`config.mk`:
```
export PLATFORM = sky130hd
export DESIGN_NAME = adc_xy_fb_addr
export DESIGN_NICKNAME = d
export VERILOG_FILES = /design/src/rtl/adc_xy_fb_pkg.sv /design/src/rtl/adc_xy_fb_addr_sat_counter.sv /design/src/rtl/adc_xy_fb_addr.sv
export SDC_FILE = /design/constraint.sdc
export NUM_CORES = 1
export LEC_CHECK = 0
export ABC_CLOCK_PERIOD_IN_PS = 4550
export BUFFER_PORTS_ARGS = -buffer_cell sky130_fd_sc_hd__buf_2
export CORE_MARGIN = 5
export CORE_UTILIZATION = 41
export CTS_CLUSTER_DIAMETER = 80
export DETAILED_ROUTE_END_ITERATION = 10
export GPL_TIMING_DRIVEN = 0
export PLACE_DENSITY = 0.7
export SLEW_MARGIN = 25
export SYNTH_ARGS = -nofsm -noshare
export SYNTH_HDL_FRONTEND = slang
export SYNTH_SLANG_ARGS = --single-unit
```
`constraint.sdc`:
```
create_clock -name clk -period 4.55 [get_ports clk]
set_input_delay 0.91 -clock clk [delete_from_list [all_inputs] [get_ports clk]]
set_output_delay 0.91 -clock clk [all_outputs]
set_load 0.02 [all_outputs]
```
`src/rtl/adc_xy_fb_pkg.sv`:
```
// adc_xy_fb_pkg
//   Shared definitions for the ADC X/Y to framebuffer address path:
//   VGA visible-area defaults, framebuffer size, the pixel type and the
//   1-bit-per-channel colour expansion helper.
package adc_xy_fb_pkg;

  localparam int VGA_H_VISIBLE = 640;
  localparam int VGA_V_VISIBLE = 480;
  localparam int FB_PIXEL_BITS = 12;
  localparam int FB_COLOR_BITS = FB_PIXEL_BITS / 3;
  localparam int FB_WORDS      = VGA_H_VISIBLE * VGA_V_VISIBLE;

  typedef logic [FB_PIXEL_BITS-1:0] pixel_t;

  // Each flag fills its whole channel: 1 -> all ones, 0 -> zero. Layout {R,G,B}.
  function automatic pixel_t color_expand(input logic r, input logic g, input logic b);
    return {{FB_COLOR_BITS{r}}, {FB_COLOR_BITS{g}}, {FB_COLOR_BITS{b}}};
  endfunction

endpackage

```
`src/rtl/adc_xy_fb_addr_sat_counter.sv`:
```
// sat_counter
//   Event counter that sticks at all ones instead of wrapping.
//   Ports:
//     clk   - clock
//     reset - synchronous, active-low reset (clears the count)
//     inc   - count one event this cycle
//     val   - current count
module sat_counter #(
  parameter int WIDTH = 16
) (
  input  logic             clk,
  input  logic             reset,
  input  logic             inc,
  output logic [WIDTH-1:0] val
);

  logic [WIDTH-1:0] val_reg;

  always_ff @(posedge clk) begin
    if (!reset) begin
      val_reg <= '0;
    end else if (inc && (val_reg != '1)) begin
      val_reg <= val_reg + WIDTH'(1);
    end
  end

  assign val = val_reg;

endmodule

```
`src/rtl/adc_xy_fb_addr.sv`:
```
// adc_xy_fb_addr
//   Turns captured ADC X/Y samples plus 1-bit colour flags into framebuffer
//   pixel-write requests. Three register stages: A (captured sample),
//   B (word address and pixel), O (output request). Off-screen samples are
//   dropped between A and B, consecutive identical writes between B and O.
//   Ports:
//     clk, reset                   - clock, synchronous active-low reset
//     s_valid/s_ready              - input sample handshake
//     s_x, s_y                     - sample coordinates
//     s_red, s_grn, s_blu          - colour flags
//     m_valid/m_ready              - write request handshake
//     m_addr, m_data               - framebuffer word address and {R,G,B} pixel
//     drop_clip_cnt, drop_dup_cnt  - saturating drop counters
module adc_xy_fb_addr
  import adc_xy_fb_pkg::*;
#(
  parameter int ADC_DATA_BITS  = 10,
  parameter int PIXEL_BITS     = FB_PIXEL_BITS,
  parameter int AXI_ADDR_WIDTH = 20,
  parameter int H_VISIBLE      = VGA_H_VISIBLE,
  parameter int V_VISIBLE      = VGA_V_VISIBLE,
  parameter int CNT_BITS       = 16
) (
  input  logic                      clk,
  input  logic                      reset,
  input  logic                      s_valid,
  output logic                      s_ready,
  input  logic [ADC_DATA_BITS-1:0]  s_x,
  input  logic [ADC_DATA_BITS-1:0]  s_y,
  input  logic                      s_red,
  input  logic                      s_grn,
  input  logic                      s_blu,
  output logic                      m_valid,
  input  logic                      m_ready,
  output logic [AXI_ADDR_WIDTH-1:0] m_addr,
  output logic [PIXEL_BITS-1:0]     m_data,
  output logic [CNT_BITS-1:0]       drop_clip_cnt,
  output logic [CNT_BITS-1:0]       drop_dup_cnt
);

  localparam int COLOR_BITS = PIXEL_BITS / 3;

  // Stage A
  logic                      a_vld_reg;
  logic                      a_clip_reg;
  logic [ADC_DATA_BITS-1:0]  a_x_reg;
  logic [ADC_DATA_BITS-1:0]  a_y_reg;
  logic [2:0]                a_rgb_reg;
  // Stage B
  logic                      b_vld_reg;
  logic [AXI_ADDR_WIDTH-1:0] b_addr_reg;
  logic [PIXEL_BITS-1:0]     b_pixel_reg;
  // Stage O
  logic                      o_vld_reg;
  logic [AXI_ADDR_WIDTH-1:0] o_addr_reg;
  logic [PIXEL_BITS-1:0]     o_data_reg;
  // Last emitted write, for duplicate suppression
  logic                      last_vld_reg;
  logic [AXI_ADDR_WIDTH-1:0] last_addr_reg;
  logic [PIXEL_BITS-1:0]     last_pixel_reg;

  logic                      s_clip;
  logic                      s_accept;
  logic                      o_pop, o_free;
  logic                      b_adv, b_dup, b_emit, b_free;
  logic                      a_adv, a_load_b;
  logic [AXI_ADDR_WIDTH-1:0] a_addr;
  logic [PIXEL_BITS-1:0]     a_pixel;

  assign s_clip = (int'(s_x) >= H_VISIBLE) || (int'(s_y) >= V_VISIBLE);

  // Each stage moves when the one after it is empty or being emptied now,
  // so the chain from m_ready back to s_ready is combinational.
  assign o_pop    = o_vld_reg && m_ready;
  assign o_free   = !o_vld_reg || o_pop;
  assign b_adv    = b_vld_reg && o_free;
  assign b_dup    = last_vld_reg && (b_addr_reg == last_addr_reg) && (b_pixel_reg == last_pixel_reg);
  assign b_emit   = b_adv && !b_dup;
  assign b_free   = !b_vld_reg || b_adv;
  assign a_adv    = a_vld_reg && b_free;
  assign a_load_b = a_adv && !a_clip_reg;

  // Held low during reset so nothing is taken while the pipeline is cleared.
  assign s_ready  = reset && (!a_vld_reg || a_adv);
  assign s_accept = s_valid && s_ready;

  // Row-major linear address, truncated to the bus width.
  assign a_addr = AXI_ADDR_WIDTH'(a_y_reg) * AXI_ADDR_WIDTH'(H_VISIBLE) + AXI_ADDR_WIDTH'(a_x_reg);

  genvar gi;
  generate
    if (PIXEL_BITS == FB_PIXEL_BITS) begin : g_pkg_expand
      assign a_pixel = color_expand(a_rgb_reg[2], a_rgb_reg[1], a_rgb_reg[0]);
    end else begin : g_rep_expand
      for (gi = 0; gi < COLOR_BITS; gi++) begin : g_chan
        assign a_pixel[2*COLOR_BITS+gi] = a_rgb_reg[2];
        assign a_pixel[COLOR_BITS+gi]   = a_rgb_reg[1];
        assign a_pixel[gi]              = a_rgb_reg[0];
      end
      if (PIXEL_BITS > 3*COLOR_BITS) begin : g_pad
        assign a_pixel[PIXEL_BITS-1:3*COLOR_BITS] = '0;
      end
    end
  endgenerate

  always_ff @(posedge clk) begin
    if (!reset) begin
      a_vld_reg      <= 1'b0;
      a_clip_reg     <= 1'b0;
      a_x_reg        <= '0;
      a_y_reg        <= '0;
      a_rgb_reg      <= '0;
      b_vld_reg      <= 1'b0;
      b_addr_reg     <= '0;
      b_pixel_reg    <= '0;
      o_vld_reg      <= 1'b0;
      o_addr_reg     <= '0;
      o_data_reg     <= '0;
      last_vld_reg   <= 1'b0;
      last_addr_reg  <= '0;
      last_pixel_reg <= '0;
    end else begin
      if (s_accept) begin
        a_vld_reg  <= 1'b1;
        a_clip_reg <= s_clip;
        a_x_reg    <= s_x;
        a_y_reg    <= s_y;
        a_rgb_reg  <= {s_red, s_grn, s_blu};
      end else if (a_adv) begin
        a_vld_reg  <= 1'b0;
      end

      // Clipped entries leave A without ever occupying B.
      if (a_load_b) begin
        b_vld_reg   <= 1'b1;
        b_addr_reg  <= a_addr;
        b_pixel_reg <= a_pixel;
      end else if (b_adv) begin
        b_vld_reg   <= 1'b0;
      end

      // O only reloads when free, which keeps m_addr/m_data stable under stall.
      if (b_emit) begin
        o_vld_reg      <= 1'b1;
        o_addr_reg     <= b_addr_reg;
        o_data_reg     <= b_pixel_reg;
        last_vld_reg   <= 1'b1;
        last_addr_reg  <= b_addr_reg;
        last_pixel_reg <= b_pixel_reg;
      end else if (o_pop) begin
        o_vld_reg      <= 1'b0;
      end
    end
  end

  assign m_valid = o_vld_reg;
  assign m_addr  = o_addr_reg;
  assign m_data  = o_data_reg;

  sat_counter #(.WIDTH(CNT_BITS)) u_clip_cnt (
    .clk   (clk),
    .reset (reset),
    .inc   (a_adv && a_clip_reg),
    .val   (drop_clip_cnt)
  );

  sat_counter #(.WIDTH(CNT_BITS)) u_dup_cnt (
    .clk   (clk),
    .reset (reset),
    .inc   (b_adv && b_dup),
    .val   (drop_dup_cnt)
  );

endmodule

```
Word level (Yosys, flattened, before mapping)
Cells that the tools add are included.

Output and inout bits: 66. Flip-flop bits (word level): 118. Bits of input ports: 27.

Order comparisons: 2. Reduce and logical (&&, ||, !) cells: 25. $mul: 1. Add/subtract/negate cells: 3. Eq/ne operators: 4. Multiplexer cells: 6.

Operators with widths (count): 16-bit by 1-bit adder with 16-bit output, second input constant (2); 16-bit != test, second input constant (2); 20-bit by 10-bit adder with 20-bit output (1); 20-bit == test (1); 1-bit logical AND (13); 10-bit by 3-bit multiplier with 13-bit output, second input constant (1); 12-bit == test (1); 10-bit >= comparator, second input constant (1); 10-bit by 9-bit >= comparator with 1-bit output, second input constant (1); 1-bit 2-to-1 mux (6); 2-bit nonzero test (3); 1-bit zero test (5); 1-bit logical OR (4).

Depth between registers and ports, before layout
Word-level depth: 9. Depth in mapped cells: 10. Mapped depth without buffers: 10.

By module
Synthesis repeated with hierarchy kept, for this count alone.

Cells, all modules: 630. Area total of the unflattened synthesis: 5410.2 um^2.

Modules (own cells, without submodules): adc_xy_fb_addr (area each 3736.1 um^2, cells each 436, instances 1); sat_counter (area each 837.1 um^2, cells each 97, instances 2).

Worst setup path after synthesis
Ideal clock, no wire load.

Path kind: flip-flop to flip-flop. Start point: register a_y_reg[1]. End point: register b_addr_reg[17]. Path slack: 1.533 ns. Data arrival time: 2.931 ns. Cell stages (with the launch flop): 10. Clock period less this slack: 3.017 ns. Data required time: 4.464 ns. Path through: dfxtp_1 ha_1 ha_1 fa_1 xnor2_1 or3b_2 or3_1 nor4_1 xnor2_1 a211oi_1.

Word-level cells in the longest chain between the ends: 2.

RTL lines: from (decl) (line adc_xy_fb_addr.sv:47) `logic [ADC_DATA_BITS-1:0] a_y_reg;`; from (signal assigned) (line adc_xy_fb_addr.sv:127) `a_y_reg <= s_y;`; 10-bit by 3-bit multiplier with 13-bit output (line adc_xy_fb_addr.sv:88) `assign a_addr = AXI_ADDR_WIDTH'(a_y_reg) * AXI_ADDR_WIDTH'(H_VISIBLE) + AXI_ADDR_WIDTH'(a_x_reg);`; 20-bit by 10-bit adder with 20-bit output (line adc_xy_fb_addr.sv:88); to (signal assigned) (line adc_xy_fb_addr.sv:136) `b_addr_reg <= a_addr;`; to (decl) (line adc_xy_fb_addr.sv:51) `logic [AXI_ADDR_WIDTH-1:0] b_addr_reg;`.

No other way between the ends. A chain may end at the register's enable or synchronous reset.

Worst setup path in the final report
Ends and elaborated chain as after synthesis.

==> reports/summary.md <==
The routed wire length was 12700 um. TritonCTS built the clock tree. Headroom to the max-slew limit came out at 45.0%.

The tools report the post-layout total power as 0.00193 W. Among cell families on the critical path, the largest total delay comes from simple AND/OR/NAND/NOR gates. The first global-routing pass estimated 21000 um of wire. The slowest stage of the critical path belongs to the cell sky130_fd_sc_hd__or3b_2. The tools report the net count after synthesis as 651. The run gives 47 as the number of different library cells in the post-synthesis netlist. The synthesis-stage register bit count is 106, and the final setup violation count is 0. Sequential elements use 41.5% of the synthesized area. The time the worst path needs with I/O delays and setup was 3.26 ns.

The tools report the number of filler instances in the final layout as 1183. The die boundary width works out to 122 um. The worst setup path is captured at a register. Yosys printed 0 warnings.

Setup total negative slack on the finished layout was measured at 0 ns. VDD sags by at most 0.175 mV. Final period utilization: 71.6%. For the number of slew-limit violations in the final report, the log shows 0. Clock tree synthesis found a total of 106 sinks. The number of hold buffers added after CTS was 0. No sink is reached through more buffers than the 2 on the longest clock path. Setup repair after global routing left no endpoint under its margin. Synthesis produced 601 cells.

During placement, the flow inserted port buffers numbering 92. For the worst-skew pair, the clock arrives at the later sink with an insertion delay of 0.35 ns. Static leakage power: 2.64 nW. At the end of the flow the core is filled with cells to 50.1%.

The congestion estimate from routability-driven global placement came to 0.867. Library cell with the largest summed area after synthesis: sky130_fd_sc_hd__dfxtp_1. The sequential cells in the finished layout cover a total of 2120 sq um.

Cells with a size suffix above 1 make up 17.8% of the layout. Initial cell density of the core: 42.2%. The number of ports placed on the die boundary is 93, and the final routed DRC violation total is 0. After the last flow step, the layout net total stands at 754. The tools report the total grt overflow as 0. Across all layers, the routed design uses 4488 vias. For the final database, setup skew stands at 0.00524 ns. Detailed placement finished with a half-perimeter wire length of 9790 um.

The critical path is of the reg2reg type. The areal power density over the cells was 318 nW/um^2. The floorplan has 40 rows. The main flop type after synthesis was sky130_fd_sc_hd__dfxtp_1. Highest attainable clock frequency: 307 MHz. The die covers 14800 sq um. The tools report the area of the placeable core as 12100 sq um. The area growth from synthesis to layout is 18.6%.

The worst setup path is launched from a register. The tools report the via count of the first global-routing pass as 4321. The H-tree generated during clock tree synthesis spans 3 levels. Initial antenna violation count: 0. In the post-synthesis netlist, the biggest area contributors are sky130_fd_sc_hd__dfxtp_1, sky130_fd_sc_hd__nand2_1, sky130_fd_sc_hd__ha_1. 0 antenna diodes ended up in the layout. Number of buffers inserted by post-CTS setup repair: 0.

The clock slew at the register clock pins of the worst setup and hold paths works out to 0.07 ns. The root buffer cell chosen for the clock tree is sky130_fd_sc_hd__clkbuf_16. The mean cell area of the mapped netlist came out at 8.51 sq um. Clock tree synthesis inserted a total of 9 buffers. The count of max-cap constraint violations is 0. In this run, synthesis inferred 0 flip-flops with an integrated enable. The run gives 0 as the final hold violation count.

The worst hold path belongs to the class reg2reg. The die is 122 um tall. The critical path contains buffers and inverters numbering 0 combined. The run gives 2760 sq um as the area occupied by multi-input gates.

After detailed routing, the number of vias per cell comes to 5.12. Routed wirelength normalized by instance count: 14.5 um. Data arrives at the worst endpoint at 3.52 ns. For the pin with the worst max-slew slack, the measured transition is 0.821 ns.

The cell with the most instances after synthesis is sky130_fd_sc_hd__dfxtp_1. Of all nets on the critical path, the largest fanout is 4. Once detail routing completed, the nets flagged for antenna violations numbered 0. For the initial detailed-routing violation count, the log shows 270.

The run finished with clean final reports. Traced cell by cell, the critical path runs through ha_1 > ha_1 > fa_1 > xnor2_1 > or3b_2 > or3_1 > nor4_1 > xnor2_1 > a211oi_1. In this run, post-CTS repair resized a total of 0 instances. Before antenna repair, the detailed router went through 5 iterations. Of the post-synthesis cell area, the dominant cell type holds 41.5%.

Summing every instance area after synthesis gives 5110 sq um. The largest stage delay on the critical path was 0.51 ns; the largest net degree at the start of global routing was 17. The async set-reset flop share out of synthesis is 0%, and the required time at the worst-slack endpoint is 4.81 ns.

Global routing used 17.5% of the available tracks across all layers. Sorting the synthesized cells by how often they occur yields sky130_fd_sc_hd__dfxtp_1, sky130_fd_sc_hd__nand2_1, sky130_fd_sc_hd__nor2_1.
## logic make-up (layout without fill, tap and decap cells)
| family | Yosys count | in the layout | synth area share, % |
|---|---|---|---|
| compound gates | 82 | 82 | 10.4 |
| mux | 26 | 26 | 5.09 |
| flops | 106 | 106 | 41.5 |
| buf+inv | 51 | 159 | 4.57 |
| fa+ha+maj | 23 | 23 | 5.92 |
| xor+xnor | 45 | 45 | 7.71 |
| simple gates | 268 | 268 | 24.8 |
## metal layers
layer,up-vias,share of wire [%],global-route usage (%)
met5,-,0,0
met4,0,1.7,6.72
li1,2276,-,-
met2,115,45,28.3
met1,2076,49,23.9
met3,21,4.8,2.41
## report_power, final
group	total (W)	switching [W]	internal, W
Sequential	0.000984	0.0000274	0.000956
Combinational	0.000199	0.000118	0.0000810
Clock	0.000747	0.000346	0.000401
Total	0.00193	0.000492	0.00144
## cell usage in the layout (no fill, tap or decap), types with 10 or more instances in the layout
| cell | count |
|---|---|
| sky130_fd_sc_hd__nand2_1 | 93 |
| sky130_fd_sc_hd__nor2_1 | 58 |
| sky130_fd_sc_hd__nand2b_1 | 15 |
| sky130_fd_sc_hd__dfxtp_1 | 106 |
| sky130_fd_sc_hd__a211oi_1 | 10 |
| sky130_fd_sc_hd__ha_1 | 21 |
| sky130_fd_sc_hd__xnor2_1 | 26 |
| sky130_fd_sc_hd__a21oi_1 | 29 |
| sky130_fd_sc_hd__buf_2 | 93 |
| sky130_fd_sc_hd__mux2i_1 | 26 |
| sky130_fd_sc_hd__and3_1 | 11 |
| sky130_fd_sc_hd__inv_1 | 13 |
| sky130_fd_sc_hd__xor2_1 | 19 |
| sky130_fd_sc_hd__nand3_1 | 37 |
| sky130_fd_sc_hd__clkbuf_1 | 27 |
| sky130_fd_sc_hd__o21ai_0 | 11 |
## per-stage QoR
stage / cells / cell area [sq um] / setup slack [ns] / hold slack, ns
6_report: 877 / 6070 / 1.29 / 0.463
5_1_grt: 877 / 6070 / 1.16 / 0.479
4_1_cts: 877 / 6070 / 1.29 / 0.463
3_5_place_dp: 861 / 5790 / 1.33 / 0.452
3_3_place_gp: 861 / 5790 / 1.40 / 0.449
2_1_floorplan: 601 / 5110 / 1.53 / 0.432
## area by class of cell
cell class | count | area share (%)
buffer | 38 | 3.05
timing repair buffer | 92 | 7.59
clock buffer | 12 | 4.23
inverter | 13 | 0.804
sequential | 106 | 35.0
multi-input combinational | 444 | 45.5
clock inverter | 4 | 0.433
tap | 168 | 3.46
## path summary, 6_finish.rpt
kind	start	end	slack, ns	cells after the start
worst max-delay path	a_y_reg[1]$_SDFFE_PN0P_	b_addr_reg[17]$_SDFFE_PN0P_	1.29	9
worst min-delay path	a_x_reg[6]$_SDFFE_PN0P_	a_x_reg[6]$_SDFFE_PN0P_	0.46	2
worst max register to register	a_y_reg[1]$_SDFFE_PN0P_	b_addr_reg[17]$_SDFFE_PN0P_	1.29	9
worst min register to register	a_x_reg[6]$_SDFFE_PN0P_	a_x_reg[6]$_SDFFE_PN0P_	0.46	2
## worst min-delay path, cell delays in order (launching register included)
cell and delay [ns]:
sky130_fd_sc_hd__dfxtp_1 0.32, sky130_fd_sc_hd__nand3_1 0.06, sky130_fd_sc_hd__nand2_1 0.04
Power figures use the tool's default switching activity.
